$ cat src/rtl/regfile_sb_if.sv
`default_nettype none
// ============================================================================
// Module      : regfile_sb_if
// Description : Bus bundle for the scoreboarded register file. It carries the
//               two read ports, the write port, the scoreboard set port, the
//               bulk-clear handshake and the debug tap.
//               master : the decode/writeback side that drives the requests
//               slave  : the register file itself
// Revision    : 1.0 - initial release
// ============================================================================
interface regfile_sb_if #(
    parameter int DATA_W = 8,
    parameter int ADDR_W = 2
);
    logic [ADDR_W-1:0] r_read1;
    logic [ADDR_W-1:0] r_read2;
    logic [DATA_W-1:0] r_read1_data;
    logic [DATA_W-1:0] r_read2_data;
    logic              busy1;
    logic              busy2;
    logic              write;
    logic [ADDR_W-1:0] r_write;
    logic [DATA_W-1:0] r_write_data;
    logic              sb_set;
    logic [ADDR_W-1:0] sb_addr;
    logic              clear;
    logic              clear_busy;
    logic [ADDR_W-1:0] dbg_sel;
    logic [DATA_W-1:0] dbg_data;

    modport master (
        output r_read1, r_read2, write, r_write, r_write_data,
               sb_set, sb_addr, clear, dbg_sel,
        input  r_read1_data, r_read2_data, busy1, busy2, clear_busy, dbg_data
    );

    modport slave (
        input  r_read1, r_read2, write, r_write, r_write_data,
               sb_set, sb_addr, clear, dbg_sel,
        output r_read1_data, r_read2_data, busy1, busy2, clear_busy, dbg_data
    );
endinterface
`default_nettype wire

$ cat src/rtl/regfile_sb.sv
`default_nettype none
// ============================================================================
// Module      : regfile_sb
// Description : 2**ADDR_W x DATA_W register file with two combinational read
//               ports, one synchronous write port, a per-register scoreboard
//               of pending writes, a sequential bulk-clear engine and an
//               optional hardwired-zero register 0.
// Ports       : clk   - clock, all state changes on the rising edge
//               rst_n - asynchronous active-low reset
//               bus   - regfile_sb_if.slave (read/write/scoreboard/clear/debug)
// Options     : define REGFILE_BYPASS_EN to forward same-cycle write data
//               (and the write's scoreboard clear) onto the read ports.
// Revision    : 1.0 - initial release
// ============================================================================
module regfile_sb #(
    parameter int DATA_W    = 8,
    parameter int ADDR_W    = 2,
    parameter int ZERO_REG0 = 0
) (
    input  logic         clk,
    input  logic         rst_n,
    regfile_sb_if.slave  bus
);

    localparam int                c_DEPTH = 1 << ADDR_W;
    localparam logic [ADDR_W-1:0] c_LAST  = ADDR_W'(c_DEPTH - 1);

    typedef enum logic [0:0] {
        ST_IDLE  = 1'b0,
        ST_CLEAR = 1'b1
    } state_t;

    state_t            r_state;
    state_t            w_state_next;
    logic [ADDR_W-1:0] r_clr_cnt;
    logic [ADDR_W-1:0] w_clr_cnt_next;
    logic              w_clear_busy;

    logic [DATA_W-1:0] r_regs [c_DEPTH];
    logic [c_DEPTH-1:0] r_sb;

    logic w_zero_wr;      // write aimed at a hardwired-zero register 0
    logic w_zero_set;     // scoreboard set aimed at a hardwired-zero register 0
    logic w_wr_en;
    logic w_sb_set_en;

    // ------------------------------------------------------------------------
    // Register-0 masking
    // ------------------------------------------------------------------------
    if (ZERO_REG0 != 0) begin : g_zero_reg0
        assign w_zero_wr  = (bus.r_write == '0);
        assign w_zero_set = (bus.sb_addr == '0);
    end else begin : g_plain_reg0
        assign w_zero_wr  = 1'b0;
        assign w_zero_set = 1'b0;
    end

    assign w_wr_en     = bus.write && !w_clear_busy && !w_zero_wr;
    assign w_sb_set_en = bus.sb_set && !w_zero_set;

    // ------------------------------------------------------------------------
    // Clear engine: state register
    // ------------------------------------------------------------------------
    always_ff @(posedge clk or negedge rst_n) begin
        if (!rst_n) begin
            r_state   <= ST_IDLE;
            r_clr_cnt <= '0;
        end else begin
            r_state   <= w_state_next;
            r_clr_cnt <= w_clr_cnt_next;
        end
    end

    // ------------------------------------------------------------------------
    // Clear engine: next state / outputs. clear_busy is decoded from the
    // CLEAR state, so it rises the cycle after the request and stays high
    // for exactly one cycle per register.
    // ------------------------------------------------------------------------
    always_comb begin
        w_state_next   = r_state;
        w_clr_cnt_next = r_clr_cnt;
        w_clear_busy   = 1'b0;
        case (r_state)
            ST_IDLE: begin
                if (bus.clear) begin
                    w_state_next   = ST_CLEAR;
                    w_clr_cnt_next = '0;
                end
            end
            ST_CLEAR: begin
                // A further clear request here is ignored: no restart.
                w_clear_busy = 1'b1;
                if (r_clr_cnt == c_LAST) begin
                    w_state_next   = ST_IDLE;
                    w_clr_cnt_next = '0;
                end else begin
                    w_clr_cnt_next = r_clr_cnt + ADDR_W'(1);
                end
            end
            default: begin
                w_state_next   = ST_IDLE;
                w_clr_cnt_next = '0;
            end
        endcase
    end

    // ------------------------------------------------------------------------
    // Register array and scoreboard. The clear engine overrides everything on
    // the register it is sweeping; otherwise the scoreboard set is assigned
    // after the write's clear so that set wins on a same-address collision.
    // ------------------------------------------------------------------------
    always_ff @(posedge clk or negedge rst_n) begin
        if (!rst_n) begin
            for (int i = 0; i < c_DEPTH; i++) begin
                r_regs[i] <= '0;
            end
            r_sb <= '0;
        end else begin
            for (int i = 0; i < c_DEPTH; i++) begin
                if (w_clear_busy && (r_clr_cnt == ADDR_W'(i))) begin
                    r_regs[i] <= '0;
                    r_sb[i]   <= 1'b0;
                end else begin
                    if (w_wr_en && (bus.r_write == ADDR_W'(i))) begin
                        r_regs[i] <= bus.r_write_data;
                        r_sb[i]   <= 1'b0;
                    end
                    if (w_sb_set_en && (bus.sb_addr == ADDR_W'(i))) begin
                        r_sb[i] <= 1'b1;
                    end
                end
            end
        end
    end

    // ------------------------------------------------------------------------
    // Combinational read side
    // ------------------------------------------------------------------------
    assign bus.clear_busy = w_clear_busy;
    assign bus.dbg_data   = r_regs[bus.dbg_sel];

    always_comb begin
        bus.r_read1_data = r_regs[bus.r_read1];
        bus.r_read2_data = r_regs[bus.r_read2];
        bus.busy1        = r_sb[bus.r_read1];
        bus.busy2        = r_sb[bus.r_read2];
`ifdef REGFILE_BYPASS_EN
        // Forward the accepted write; its scoreboard bit would be cleared at
        // the edge unless a same-address set is also pending.
        if (w_wr_en && (bus.r_read1 == bus.r_write)) begin
            bus.r_read1_data = bus.r_write_data;
            bus.busy1        = w_sb_set_en && (bus.sb_addr == bus.r_read1);
        end
        if (w_wr_en && (bus.r_read2 == bus.r_write)) begin
            bus.r_read2_data = bus.r_write_data;
            bus.busy2        = w_sb_set_en && (bus.sb_addr == bus.r_read2);
        end
`endif
    end

endmodule
`default_nettype wire

$ cat src/flat_wrapper.sv
// flat-port wrapper written by rule: the top's interface ports become plain ports
module regfile_sb_flat 
#(
    parameter int DATA_W    = 8,
    parameter int ADDR_W    = 2,
    parameter int ZERO_REG0 = 0
)
  (clk, rst_n, bus_r_read1, bus_r_read2, bus_write, bus_r_write, bus_r_write_data, bus_sb_set, bus_sb_addr, bus_clear, bus_dbg_sel, bus_r_read1_data, bus_r_read2_data, bus_busy1, bus_busy2, bus_clear_busy, bus_dbg_data);
  regfile_sb_if #(.DATA_W(DATA_W), .ADDR_W(ADDR_W)) bus_i ();
  input  logic clk;
  input  logic rst_n;
  input wire logic [$bits(bus_i.r_read1)-1:0] bus_r_read1;
  input wire logic [$bits(bus_i.r_read2)-1:0] bus_r_read2;
  input wire logic [$bits(bus_i.write)-1:0] bus_write;
  input wire logic [$bits(bus_i.r_write)-1:0] bus_r_write;
  input wire logic [$bits(bus_i.r_write_data)-1:0] bus_r_write_data;
  input wire logic [$bits(bus_i.sb_set)-1:0] bus_sb_set;
  input wire logic [$bits(bus_i.sb_addr)-1:0] bus_sb_addr;
  input wire logic [$bits(bus_i.clear)-1:0] bus_clear;
  input wire logic [$bits(bus_i.dbg_sel)-1:0] bus_dbg_sel;
  output wire logic [$bits(bus_i.r_read1_data)-1:0] bus_r_read1_data;
  output wire logic [$bits(bus_i.r_read2_data)-1:0] bus_r_read2_data;
  output wire logic [$bits(bus_i.busy1)-1:0] bus_busy1;
  output wire logic [$bits(bus_i.busy2)-1:0] bus_busy2;
  output wire logic [$bits(bus_i.clear_busy)-1:0] bus_clear_busy;
  output wire logic [$bits(bus_i.dbg_data)-1:0] bus_dbg_data;
  assign bus_i.r_read1 = bus_r_read1;
  assign bus_i.r_read2 = bus_r_read2;
  assign bus_i.write = bus_write;
  assign bus_i.r_write = bus_r_write;
  assign bus_i.r_write_data = bus_r_write_data;
  assign bus_i.sb_set = bus_sb_set;
  assign bus_i.sb_addr = bus_sb_addr;
  assign bus_i.clear = bus_clear;
  assign bus_i.dbg_sel = bus_dbg_sel;
  assign bus_r_read1_data = bus_i.r_read1_data;
  assign bus_r_read2_data = bus_i.r_read2_data;
  assign bus_busy1 = bus_i.busy1;
  assign bus_busy2 = bus_i.busy2;
  assign bus_clear_busy = bus_i.clear_busy;
  assign bus_dbg_data = bus_i.dbg_data;
  regfile_sb #(.DATA_W(DATA_W), .ADDR_W(ADDR_W), .ZERO_REG0(ZERO_REG0)) u_core (.clk(clk), .rst_n(rst_n), .bus(bus_i));
endmodule
$ cat config.mk
export PLATFORM = sky130hd
export DESIGN_NAME = regfile_sb_flat
export DESIGN_NICKNAME = d
export VERILOG_FILES = /design/src/rtl/regfile_sb_if.sv /design/src/rtl/regfile_sb.sv /design/src/flat_wrapper.sv
export SDC_FILE = /design/constraint.sdc
export NUM_CORES = 1
export LEC_CHECK = 0
export ABC_AREA = 1
export CORE_MARGIN = 10
export CORE_UTILIZATION = 50
export CTS_CLUSTER_DIAMETER = 80
export DETAILED_ROUTE_END_ITERATION = 8
export GPL_TIMING_DRIVEN = 0
export PLACE_DENSITY = 0.82
export SLEW_MARGIN = 20
export SYNTH_ARGS = -nofsm -noshare
export SYNTH_HDL_FRONTEND = slang
export SYNTH_SLANG_ARGS = --single-unit
$ cat constraint.sdc
create_clock -name clk -period 3.2 [get_ports clk]
set_input_delay 0.32 -clock clk [delete_from_list [all_inputs] [get_ports clk]]
set_output_delay 0.32 -clock clk [all_outputs]
set_load 0.01 [all_outputs]
==> flow_summary.json <==
{
  "startpoint_type": "input port",
  "final_nets": 482,
  "dr.pass1.iters": 5,
  "fin_crit_ns": 2.48,
  "synth_cells": 402,
  "vdd_drop_max_uv": 449,
  "start_util": 0.516,
  "fmax_ghz": 0.404,
  "vias": 2891,
  "p_leak_nw": 1.65,
  "finClkSkew_ns": 0.00334,
  "final_common_cell": "nand2_1",
  "period_share": 0.774,
  "status": "completed",
  "setup_slack_ns": 0.723,
  "viasPerCell": 5.50,
  "portBuffers": 44,
  "cts_resized": 0,
  "yosys_warnings": 0,
  "rows": 26,
  "synth_area_leader_cell": "dfrtp_1",
  "grt.total_usage": 0.196,
  "mostFrequentLayoutCells": "nand2_1, nand3_1, o21ai_0",
  "setup_viol": 0,
  "syn_to_final_growth_pct": 25.3,
  "routedWlPerCell_um": 15.8,
  "cts_tree": "done",
  "dieHeight_um": 92.8,
  "tightest_slew_ns": 0.412,
  "detail-route-antenna-nets": 0,
  "cts.reportedPaths.clkPinSlew_ns": 0.08,
  "min_path_type": "in2async",
  "overflow": 0,
  "fp.coreArea_sq_um": 5140,
  "syn_avg_cell_area_sq_um": 6.60,
  "grt_setup_unrepaired": "no",
  "cts_inserted_buffers": 5,
  "die_w_um": 92.8,
  "crit_path_end_kind": "primary output",
  "routabilityCongestion": 0.970,
  "ys_seq_area_frac": 0.368,
  "worstSetupPathType": "in2out",
  "arrival_ns": 2.16,
  "relSlewSlack": 0.725,
  "yosysUniqueCellTypes": 22,
  "dp_slack_ns": 0.749,
  "post-cts-setup-buffer-count": 0,
  "post-dp-hpwl_um": 6490,
  "synth_largest_type_area_fraction": 0.368,
  "routed_wl_um": 8300,
  "p_per_area_nw_per_um2": 686,
  "fin_area_sq_um": 3320,
  "drc": 0,
  "antenna_found_initial": 0,
  "drt-initial-drc-count": 215,
  "clock_latency_ns": 0.29,
  "cts.sinks": 39,
  "grt_start_max_net_pins": 28,
  "boundaryPins": 50,
  "place_area_sq_um": 3190,
  "yosys_register_bits": 39,
  "cts_max_level": 2,
  "cts-root-buf": "clkbuf_8",
  "power_mw": 2.28,
  "dieArea_sq_um": 8620,
  "diodes": 0,
  "clockBufferDepth": 2,
  "report.final.slew_viol_count": 0,
  "yosys-top-cells-area": "dfrtp_1, nand2_1, nand3_1",
  "synth_nets": 429,
  "hold_viol_final": 0,
  "drive_above_1_share": 0.0811,
  "cp.required_ns": 2.88,
  "drv_cap": 0,
  "grt_pass1_vias": 2859,
  "fin_tns_setup_ns": 0,
  "crit_fanout": 10,
  "grt_pass1_wl_um": 13900,
  "syn_area_sq_um": 2650,
  "utilization": 0.646
}
-- cells by family (layout without fill, tap and decap cells) --
group | count (synthesis) | in the layout | share of synthesized area
fa+ha+maj | 4 | 4 | 0.0189
buf+inv | 47 | 101 | 0.0859
compound gates | 55 | 55 | 0.105
simple gates | 257 | 257 | 0.422
flops | 39 | 39 | 0.368
-- cell type report --
cell class	instances	area (sq um)
clock inverter	2	35.0
buffer	18	114
inverter	29	114
fill	499	1820
multi-input combinational	316	1450
tap	70	87.6
sequential	39	976
clock buffer	6	82.6
timing repair buffer	46	465
-- timing repair --
| item | 4_1_cts | 5_1_grt |
|---|---|---|
| hold endpoints to repair | 12 | 0 |
| endpoints found under the setup margin | 0 | 0 |
| hold buffers | 1 | 0 |
-- routing by layer --
layer / GRT usage / vias to the layer above / wire length, um
met2: 0.311 / 150 / 3670
li1: - / 1394 / -
met5: 0 / - / 0
met1: 0.245 / 1329 / 3630
met3: 0.0541 / 18 / 766
met4: 0.0797 / 0 / 229
-- worst max-delay path, cell delays in order --
cell and delay [ns]:
clkdlybuf4s50_1 0.60, clkbuf_1 0.36, nand2_1 0.08, o21ai_0 0.09
nand2_1 0.06, nand2_1 0.09, clkdlybuf4s50_1 0.55
-- state kept, by name, indices dropped and copies added, names as in the netlist --
register          count
u_core.r_sb           4
u_core.r_state        1
u_core.r_clr_cnt      2
u_core.r_regs        32
-- final timing paths --
check	start	end	slack [ns]	depth (start not counted)
worst max-delay path	bus_dbg_sel[0]	bus_dbg_data[4]	0.72	7
worst min-delay path	rst_n	u_core.r_regs[31]	0.45	2
worst max register to register	u_core.r_state	u_core.r_regs[24]	1.87	5
worst min register to register	u_core.r_regs[30]	u_core.r_regs[30]	0.50	2
max in group asynchronous	rst_n	u_core.r_regs[14]	2.30	3
min in group clk	u_core.r_regs[30]	u_core.r_regs[30]	0.50	2
-- per-stage QoR --
stage | hold slack, ns | std cells
after floorplan | 0.0244 | 402
after global placement | 0.483 | 516
after detailed placement | 0.238 | 517
after CTS | 0.459 | 526
after global routing | 0.490 | 526
final | 0.454 | 526
-- synth_stat cells --
| master | count |
|---|---|
| buf_2 | 13 |
| buf_6 | 1 |
| buf_8 | 2 |
| clkbuf_1 | 2 |
| clkinv_1 | 2 |
| clkinv_4 | 1 |
| dfrtp_1 | 39 |
| ha_1 | 4 |
| inv_1 | 26 |
| nand2_1 | 180 |
| nand2_2 | 2 |
| nand2_4 | 2 |
| nand2_8 | 1 |
| nand3_1 | 62 |
| nand4_1 | 2 |
| nor2_1 | 3 |
| nor2_2 | 1 |
| nor2_4 | 2 |
| nor2_8 | 1 |
| o21a_1 | 1 |
| o21ai_0 | 54 |
| or2_2 | 1 |
-- power breakdown --
part | internal (mW) | switching [mW] | total (mW)
clock network | 0.252 | 0.177 | 0.430
logic | 0.445 | 0.619 | 1.06
registers | 0.653 | 0.132 | 0.784
total | 1.35 | 0.929 | 2.28
Power figures use the tool's default switching activity.
